==> config.mk <==
export PLATFORM = sky130hd
export DESIGN_NAME = decode_stage
export DESIGN_NICKNAME = d
export VERILOG_FILES = /design/src/rtl/decode_stage.sv
export SDC_FILE = /design/constraint.sdc
export NUM_CORES = 2
export LEC_CHECK = 0
export CORE_ASPECT_RATIO = 0.5
export CORE_MARGIN = 2
export CORE_UTILIZATION = 52
export CTS_BUF_LIST = sky130_fd_sc_hd__clkbuf_8 sky130_fd_sc_hd__clkbuf_16
export DETAILED_ROUTE_END_ITERATION = 6
export PLACE_DENSITY = 0.72
export SYNTH_ARGS = -nofsm -noshare
export SYNTH_HDL_FRONTEND = slang
export SYNTH_SLANG_ARGS = --single-unit
==> constraint.sdc <==
create_clock -name clk -period 15.8 [get_ports clk]
set_clock_uncertainty 0.1 [all_clocks]
set_input_delay 4.74 -clock clk [delete_from_list [all_inputs] [get_ports clk]]
set_output_delay 4.74 -clock clk [all_outputs]
set_load 0.05 [all_outputs]
==> src/rtl/decode_stage.sv <==
// TINY pipeline instruction-decode stage: register file, early branch/jump resolution,
// hazard detection and the ID/EX pipeline register feeding execute.
module decode_stage (
    input  logic        clk,
    input  logic        reset,
    input  logic [31:0] inInst,
    input  logic [31:0] inNPC,
    input  logic        inValid,
    input  logic        wbEn,
    input  logic [4:0]  wbAddr,
    input  logic [31:0] wbData,
    input  logic [4:0]  memDest,
    input  logic        memRegWrite,
    output logic        stall,
    output logic        isBranchTaken,
    output logic [31:0] branchPC,
    output logic        flush,
    output logic        exValid,
    output logic        exRegWrite,
    output logic        exMemRead,
    output logic        exMemWrite,
    output logic        exALUSrc,
    output logic [2:0]  exALUOp,
    output logic [31:0] exA,
    output logic [31:0] exB,
    output logic [31:0] exImm,
    output logic [31:0] exNPC,
    output logic [4:0]  exRs,
    output logic [4:0]  exRt,
    output logic [4:0]  exDest,
    output logic        illegal
);

    typedef enum logic [2:0] {
        ALU_ADD = 3'b000,
        ALU_SUB = 3'b001,
        ALU_AND = 3'b010,
        ALU_OR  = 3'b011,
        ALU_SLT = 3'b100
    } alu_op_e;

    localparam logic [5:0] OP_RTYPE = 6'b000000;
    localparam logic [5:0] OP_ADDI  = 6'b001000;
    localparam logic [5:0] OP_LW    = 6'b100011;
    localparam logic [5:0] OP_SW    = 6'b101011;
    localparam logic [5:0] OP_BEQ   = 6'b000100;
    localparam logic [5:0] OP_BNE   = 6'b000101;
    localparam logic [5:0] OP_J     = 6'b000010;

    localparam logic [5:0] FN_ADD = 6'b100000;
    localparam logic [5:0] FN_SUB = 6'b100010;
    localparam logic [5:0] FN_AND = 6'b100100;
    localparam logic [5:0] FN_OR  = 6'b100101;
    localparam logic [5:0] FN_SLT = 6'b101010;

    // Instruction fields
    logic [5:0]  w_op;
    logic [4:0]  w_rs;
    logic [4:0]  w_rt;
    logic [4:0]  w_rd;
    logic [5:0]  w_funct;
    logic [15:0] w_imm;
    logic [25:0] w_target;

    assign w_op     = inInst[31:26];
    assign w_rs     = inInst[25:21];
    assign w_rt     = inInst[20:16];
    assign w_rd     = inInst[15:11];
    assign w_funct  = inInst[5:0];
    assign w_imm    = inInst[15:0];
    assign w_target = inInst[25:0];

    // Decoded control
    logic    w_known;
    logic    w_is_branch;
    logic    w_is_beq;
    logic    w_is_j;
    logic    w_uses_rs;
    logic    w_uses_rt;
    logic    w_reg_write;
    logic    w_mem_read;
    logic    w_mem_write;
    logic    w_alu_src;
    alu_op_e w_alu_op;
    logic [4:0] w_dest;

    // NOTE: every signal gets a default first so no path through the case leaves it unassigned (no latch).
    always_comb begin
        w_known     = 1'b0;
        w_is_branch = 1'b0;
        w_is_beq    = 1'b0;
        w_is_j      = 1'b0;
        w_uses_rs   = 1'b0;
        w_uses_rt   = 1'b0;
        w_reg_write = 1'b0;
        w_mem_read  = 1'b0;
        w_mem_write = 1'b0;
        w_alu_src   = 1'b0;
        w_alu_op    = ALU_ADD;
        w_dest      = 5'd0;
        case (w_op)
            OP_RTYPE: begin
                w_uses_rs   = 1'b1;
                w_uses_rt   = 1'b1;
                w_dest      = w_rd;
                w_reg_write = 1'b1;
                w_known     = 1'b1;
                case (w_funct)
                    FN_ADD:  w_alu_op = ALU_ADD;
                    FN_SUB:  w_alu_op = ALU_SUB;
                    FN_AND:  w_alu_op = ALU_AND;
                    FN_OR:   w_alu_op = ALU_OR;
                    FN_SLT:  w_alu_op = ALU_SLT;
                    default: w_known  = 1'b0;
                endcase
            end
            OP_ADDI: begin
                w_known     = 1'b1;
                w_uses_rs   = 1'b1;
                w_dest      = w_rt;
                w_reg_write = 1'b1;
                w_alu_src   = 1'b1;
            end
            OP_LW: begin
                w_known     = 1'b1;
                w_uses_rs   = 1'b1;
                w_dest      = w_rt;
                w_reg_write = 1'b1;
                w_mem_read  = 1'b1;
                w_alu_src   = 1'b1;
            end
            OP_SW: begin
                w_known     = 1'b1;
                w_uses_rs   = 1'b1;
                w_uses_rt   = 1'b1;
                w_mem_write = 1'b1;
                w_alu_src   = 1'b1;
            end
            OP_BEQ, OP_BNE: begin
                w_known     = 1'b1;
                w_uses_rs   = 1'b1;
                w_uses_rt   = 1'b1;
                w_is_branch = 1'b1;
                w_is_beq    = (w_op == OP_BEQ);
            end
            OP_J: begin
                w_known = 1'b1;
                w_is_j  = 1'b1;
            end
            default: w_known = 1'b0;
        endcase
    end

    // Register file
    logic [31:0] r_regs [32];

    // NOTE: the register file is reset because the architecture requires all registers to read 0 after reset.
    always_ff @(posedge clk or negedge reset) begin
        if (!reset) begin
            for (int i = 0; i < 32; i++) begin
                r_regs[i] <= '0;
            end
        end else if (wbEn && (wbAddr != 5'd0)) begin
            r_regs[wbAddr] <= wbData;
        end
    end

    // Reads see a same-cycle write-back so decode never needs a WB->ID forward
    logic [31:0] w_a;
    logic [31:0] w_b;

    assign w_a = (w_rs == 5'd0)                ? 32'd0  :
                 (wbEn && (wbAddr == w_rs))    ? wbData : r_regs[w_rs];
    assign w_b = (w_rt == 5'd0)                ? 32'd0  :
                 (wbEn && (wbAddr == w_rt))    ? wbData : r_regs[w_rt];

    // Hazard detection
    logic w_rs_hits_ex;
    logic w_rt_hits_ex;
    logic w_load_use;
    logic w_br_ex;
    logic w_br_mem;

    assign w_rs_hits_ex = w_uses_rs && (w_rs != 5'd0) && (w_rs == exDest);
    assign w_rt_hits_ex = w_uses_rt && (w_rt != 5'd0) && (w_rt == exDest);

    assign w_load_use = exValid && exMemRead && (exDest != 5'd0) && (w_rs_hits_ex || w_rt_hits_ex);
    assign w_br_ex    = w_is_branch && exRegWrite && (w_rs_hits_ex || w_rt_hits_ex);
    assign w_br_mem   = w_is_branch && memRegWrite &&
                        (((w_rs != 5'd0) && (w_rs == memDest)) ||
                         ((w_rt != 5'd0) && (w_rt == memDest)));

    assign stall = inValid && (w_load_use || w_br_ex || w_br_mem);

    // Branch / jump resolution
    logic        w_equal;
    logic        w_cond;
    logic [31:0] w_br_target;
    logic [31:0] w_j_target;

    assign w_equal     = (w_a == w_b);
    assign w_cond      = w_is_j || (w_is_branch && (w_is_beq ? w_equal : !w_equal));
    assign w_br_target = inNPC + {{14{w_imm[15]}}, w_imm, 2'b00};
    assign w_j_target  = {inNPC[31:28], w_target, 2'b00};

    assign isBranchTaken = inValid && !stall && w_cond;
    assign flush         = isBranchTaken;
    assign branchPC      = w_is_j ? w_j_target : w_br_target;

    // ID/EX pipeline register
    logic        w_bubble;
    logic        r_valid;
    logic        r_reg_write;
    logic        r_mem_read;
    logic        r_mem_write;
    logic        r_alu_src;
    logic [2:0]  r_alu_op;
    logic [31:0] r_a;
    logic [31:0] r_b;
    logic [31:0] r_imm;
    logic [31:0] r_npc;
    logic [4:0]  r_rs;
    logic [4:0]  r_rt;
    logic [4:0]  r_dest;
    logic        r_illegal;

    assign w_bubble = stall || !inValid || !w_known || w_is_branch || w_is_j;

    // NOTE: sequential state uses non-blocking assignments so every register samples pre-edge values.
    always_ff @(posedge clk or negedge reset) begin
        if (!reset) begin
            r_valid     <= 1'b0;
            r_reg_write <= 1'b0;
            r_mem_read  <= 1'b0;
            r_mem_write <= 1'b0;
            r_alu_src   <= 1'b0;
            r_alu_op    <= 3'd0;
            r_a         <= '0;
            r_b         <= '0;
            r_imm       <= '0;
            r_npc       <= '0;
            r_rs        <= '0;
            r_rt        <= '0;
            r_dest      <= '0;
        end else if (w_bubble) begin
            r_valid     <= 1'b0;
            r_reg_write <= 1'b0;
            r_mem_read  <= 1'b0;
            r_mem_write <= 1'b0;
            r_alu_src   <= 1'b0;
            r_alu_op    <= 3'd0;
            r_a         <= '0;
            r_b         <= '0;
            r_imm       <= '0;
            r_npc       <= '0;
            r_rs        <= '0;
            r_rt        <= '0;
            r_dest      <= '0;
        end else begin
            r_valid     <= 1'b1;
            r_reg_write <= w_reg_write;
            r_mem_read  <= w_mem_read;
            r_mem_write <= w_mem_write;
            r_alu_src   <= w_alu_src;
            r_alu_op    <= w_alu_op;
            r_a         <= w_a;
            r_b         <= w_b;
            r_imm       <= {{16{w_imm[15]}}, w_imm};
            r_npc       <= inNPC;
            r_rs        <= w_rs;
            r_rt        <= w_rt;
            r_dest      <= w_dest;
        end
    end

    // Sticky until reset
    always_ff @(posedge clk or negedge reset) begin
        if (!reset) begin
            r_illegal <= 1'b0;
        end else if (inValid && !w_known) begin
            r_illegal <= 1'b1;
        end
    end

    assign exValid    = r_valid;
    assign exRegWrite = r_reg_write;
    assign exMemRead  = r_mem_read;
    assign exMemWrite = r_mem_write;
    assign exALUSrc   = r_alu_src;
    assign exALUOp    = r_alu_op;
    assign exA        = r_a;
    assign exB        = r_b;
    assign exImm      = r_imm;
    assign exNPC      = r_npc;
    assign exRs       = r_rs;
    assign exRt       = r_rt;
    assign exDest     = r_dest;
    assign illegal    = r_illegal;

endmodule
### Yosys cells after proc, flatten, opt, wreduce, memory -nomap -nowiden

Index checks and enable logic that the tools add are counted.

| operators by class | value |
|---|---|
| add/subtract/negate cells | 1 |
| $lt $le $gt $ge | 4 |
| equal/unequal tests | 18 |
| mux-type cells | 42 |
| bitwise operators | 3 |
| reduce and logical (&&, ||, !) cells | 50 |

Operators by type and width:

| kind | number |
|---|---|
| 1024-bit bitwise mux | 1 |
| 32-bit 2-to-1 mux | 14 |
| 32-bit binary-select mux with 5-bit select | 2 |
| 32-bit demux with 5-bit select | 1 |
| 6-bit == test (second input constant) | 7 |
| 32-bit adder | 1 |
| 32-bit == test | 1 |
| 5-bit == test | 6 |
| 1-bit logical AND | 22 |
| 5-bit nonzero test | 4 |
| 6-bit >= comparator (second input constant) | 3 |
| 5-bit inverter with 6-bit output | 3 |
| 1-bit 2-to-1 mux | 16 |
| 5-bit 2-to-1 mux | 3 |
| 6-bit by 3-bit == test with 1-bit output (second input constant) | 2 |
| 3-bit case mux with 4 select lines | 1 |
| 6-bit OR reduction | 2 |
| 5-bit logical NOT | 2 |
| 5-bit case mux with 2 select lines | 1 |
| 1-bit logical OR | 9 |
| 6-bit by 2-bit == test with 1-bit output (second input constant) | 1 |
| 6-bit by 4-bit == test with 1-bit output (second input constant) | 1 |
| 6-bit logical NOT | 1 |
| 6-bit by 1-bit less-than comparator with 1-bit output (second input constant) | 1 |
| other kinds (7) | 13 |

| word-level totals | value |
|---|---|
| register bits | 1176 |
| input port bits | 111 |
| output and inout bits | 187 |
| word-level logic and storage cells | 164 |

### Depth between registers and ports, before layout

| logic depth | value |
|---|---|
| depth in word-level cells | 15 |
| gate-level depth with buffers | 18 |
| mapped depth without buffers | 14 |

### Worst setup path after synthesis

OpenSTA, ideal clock, no wires.

| path | value |
|---|---|
| kind | in2out |
| start point | input port inInst[16] |
| end point | output port isBranchTaken |
| arrival time | 8519 ps |
| required time | 10960 ps |
| path slack | 2441 ps |
| stages | 15 |
| path buffers | 5 |
| cell sequence | buf_4 buf_8 buf_2 buf_4 mux4_2 a22oi_1 a21oi_1 a311oi_1 xnor2_1 nand4_1 nor4_1 nand4_1 xor2_1 o21ai_1 buf_4 |

| on the way | value |
|---|---|
| word-level cells in the longest chain between the ends | 12 |
| elaborated cells on any way between the ends | 31 |
| those cells by class | eq/ne (4); mux (6); bitwise (1); reduce/logical (20) |

RTL lines:

| what | line | RTL |
|---|---|---|
| start, declared | 6 | `input logic [31:0] inInst,` |
| 5-bit inverter with 6-bit output (not written as such) | 175 | `(wbEn && (wbAddr == w_rt)) ? wbData : r_regs[w_rt];` |
| 32-bit binary-select mux with 5-bit select | 175 |  |
| 32-bit 2-to-1 mux (not written as such) (2 in series) | 175 |  |
| 32-bit 2-to-1 mux | 175 |  |
| 32-bit 2-to-1 mux | 174 | `assign w_b = (w_rt == 5'd0) ? 32'd0 :` |
| 32-bit == test | 201 | `assign w_equal = (w_a == w_b);` |
| 1-bit logical NOT | 202 | `assign w_cond = w_is_j \|\| (w_is_branch && (w_is_beq ? w_equal : !w_equal));` |
| 1-bit 2-to-1 mux | 202 |  |
| 1-bit logical AND | 202 |  |
| 1-bit logical OR | 202 |  |
| 1-bit logical AND (*) | 206 | `assign isBranchTaken = inValid && !stall && w_cond;` |
| end, declared | 15 | `output logic isBranchTaken,` |

Every way passes the cells marked *; elsewhere a longest branch is shown, timed or not. The select of a mux whose other input is x is not followed.

### Worst setup path in the final report

| path | value |
|---|---|
| start point | input port inInst[18] |
| end point | output port isBranchTaken |

The elaborated chain is that of the path after synthesis.

==> results.md <==
- Sequential element share of the synthesized area: 0.471
- Wire per inst: 34.4 um
- First-pass GRT wire length: 303000 um
- Max-cap violations: 0
- Worst Path Max Fanout: 10
- Met3 Use GR: 0.113
- Antenna viol nets, final: 0
- Final HPWL DP: 129000 um
- Worst path bufs/invs: 3
- Hold Path End: r_regs[1001]
- Clock network power share: 0.330
- Final WS setup: 687 ps
- Synthesized area: 61600 um^2
- Post-synth net total: between 4000 and 5000
- Crit. End Element: primary output
- IO buf count: around 300
- Initial core utilization: 0.523
- Final #Nets: between 4000 and 5000
- Worst hold slack: a little under 300 ps
- Worst Path Arrival: 10270 ps
- Sw Pwr: 2.50 mW
- Pint: between 6 and 7 mW
- GRT Max-Usage Layer: met2
- Layout cells sized above 1: 0.437
- Max Slew Vio Count: 0
- Warnings from Yosys: 0
- H-tree depth: 3
- Hold buffers post-CTS: 0
- CP Launch Type: input pin
- Pwr Density: 124 nW/um^2
- Most frequent cells in the layout: dfrtp_1, mux2_2, mux4_2
- Family with the most delay on the worst path: simple AND/OR/NAND/NOR gates
- Pre-CTS setup slack: approximately 1100 ps
- Final Non-Filler Cells: approximately 6100
- Synth Flop Type: dfrtp_1
- Root buffer cell: clkbuf_16
- WL final: 208000 um
- GP Congestion: just under 1
- Hold WC Path Type: reg -> reg
- Netlist cell types: 70
- Largest net degree at the start of global routing: 171
- Core ar.: about 120000 um^2
- RSZ-0062 raised after global routing: no
- Initial antenna violation count: 8
- Avg Cell Area, Syn: 14.4 um^2
- Fmax: 66.2 MHz
- Clock Pin Slew Worst Setup and Hold Paths: 70 ps
- Clk_lat worst skew: 760 ps
- CTS Buf Count: 107
- Placed cell count: about 6000
- Reg power frac: 0.444
- CTS tree: yes
- Crit Path Category: in -> out
- Max_slew headroom: 0.0822
- Die W: 491 um
- Resized cells post-CTS: 0
- Number of synthesized flops with an enable pin: 0
- Flip-flop and latch count after synthesis: between 1000 and 1500
- Least-Margin Pin Slew: 1370 ps
- Commonest non-fill, non-tap cell in the layout: dfrtp_1
- Clock Sinks: 1160
- Reg-to-Reg End: exImm[13]
- P&R area growth vs syn: 13.4%
- R2R Path Start: exDest[1]
- Num rows: 89
- Residual DRC count: 0
- Met1 Use GR: 0.452
- Slowest-stage cell, CP: clkdlybuf4s50_1
- # fillers: 8856
- Min Clock Period, post-route: between 15000 and 20000 ps
- Critical Path Max Stage Delay: 790 ps
- Worst Hold Launch: r_regs[1001]
- Die Y: approximately 250 um
- Vias after detailed routing: 42440
- Crit path cell chain: clkdlybuf4s50_1, nor2b_2, buf_4, a221oi_1, a22oi_1, a21oi_1, a211oi_1, xor2_1, nand4_1, nor3_1, nand4_1, xor2_1, o21ai_1, buf_12
- Final period util: 0.956
- Flop-to-flop setup slack: 11490 ps
- Endpoints failing hold: 0
- Vias in the first global route: ~43000
- Depth of the worst register-to-register path: 11
- DRT Pass-1 Iters: 6
- Clock Path Buffers: 3
- Combinational Power Share: 0.227
- Static Leakage: approximately 30 nW
- Top Ports: 298
- CP required: 10960 ps
- Setup violators final: 0
- Initial drt markers: 5354
- Sw Share: 0.289
- Die area: 121000 um^2
- Ys async rst share: 1.00
- Vias per cell: ~7.0
- Post-CTS setup buffers: 0
- Layout Utilization: 0.593
- Residual overflow from global routing: 0
- Hold Path Stages: 0
- VDD IR max: 0.0853 mV
- Grt met2 use: 0.519
- GRT Util Overall: 0.344
- Outcome: completed
- Setup TNS: 0 ps
- Post-Synthesis Cells: about 4300
[final cells by class]
| type | instances | area [um^2] | area share |
|---|---|---|---|
| multi-input cells | 2632 | 30500 | 0.437 |
| flip-flops and latches | 1160 | 29000 | 0.416 |
| repair buffers | 453 | 4390 | 0.0628 |
| clock buffers | 133 | 3060 | 0.0438 |
| well taps | 1592 | 1990 | 0.0285 |
| clock inverters | 68 | 777 | 0.0111 |
| inverters | 20 | 75.1 | 0.00107 |
| diodes | 7 | 17.5 | 0.000251 |
[through the flow]
stage          power [mW]  instance area [um^2]
2_1_floorplan        5.14                 61600
3_3_place_gp         5.71                 66000
3_5_place_dp         5.81                 66000
4_1_cts              8.64                 69800
5_1_grt              8.96                 69800
6_report             8.67                 69800
[worst register-to-register path, stage by stage, from the launching register on]
cell	delay, ps
dfrtp_1	500
nor3_1	290
nand2_1	120
a32o_1	270
o21ai_0	70
o22ai_1	120
nor2_1	250
nand3_4	520
buf_4	520
inv_2	680
buf_4	540
and2_1	250
[cells in the mapped netlist (56+ instances only)]
cell type	instances	share of area
mux2i_1	59	0.0096
and2_1	67	0.0068
o21ai_0	56	0.0046
xnor2_1	56	0.0080
buf_1	58	0.0035
a21oi_1	65	0.0053
nand2_1	105	0.0064
mux2_2	1013	0.19
dfrtp_1	1160	0.47
mux4_2	530	0.19
clkbuf_1	277	0.017
a22oi_1	84	0.010
nor2_1	166	0.010
[metal layers]
metal | routed length [um] | vias up | part of all wire
met5 | 28 | - | 0.00013
met3 | 25600 | 725 | 0.12
met2 | 92500 | 2936 | 0.44
met1 | 77900 | 22340 | 0.37
li1 | - | 16435 | -
met4 | 12500 | 4 | 0.060
[worst max path at each step]
stage                           from            end  slack (ps)  depth (start not counted)
after global placement    inInst[18]  isBranchTaken        1100                         14
after global routing      inInst[18]  isBranchTaken         610                         14
after CTS                 inInst[18]  isBranchTaken        1050                         14
final                     inInst[18]  isBranchTaken         690                         14
after floorplan           inInst[16]  isBranchTaken        2440                         15
after detailed placement  inInst[18]  isBranchTaken        1060                         14
[registers in the layout, indices dropped and copies added (netlist names), 3 cells and up]
| name | cells |
|---|---|
| exNPC | 32 |
| exALUOp | 3 |
| exA | 32 |
| exRs | 5 |
| exB | 32 |
| exRt | 5 |
| r_regs | 1024 |
| exImm | 16 |
| exDest | 5 |
[cell families (layout without fill, tap and decap cells)]
| kind of cell | count (synthesis) | after routing | synth area share |
|---|---|---|---|
| muxes | 1602 | 1602 | 0.389 |
| DFF | 1160 | 1160 | 0.471 |
| and+or+nand+nor | 518 | 518 | 0.0409 |
| buffers and inverters | 481 | 674 | 0.0368 |
| AOI/OAI and AO/OA | 393 | 393 | 0.0434 |
| xor gates and xnor gates | 89 | 89 | 0.0127 |
| adders and majority gates | 30 | 30 | 0.00622 |
| other | 0 | 7 | 0 |
[power groups by stage]
stage | clock (mW) | sequential (mW) | combinational (mW)
after floorplan | 0 | 3.77 | 1.38
after global placement | 0 | 3.82 | 1.89
after detailed placement | 0 | 3.88 | 1.93
after CTS | 2.87 | 3.82 | 1.94
after global routing | 3.00 | 3.90 | 2.06
final | 2.86 | 3.85 | 1.96
Note: power is estimated with default switching activity, not from simulation.
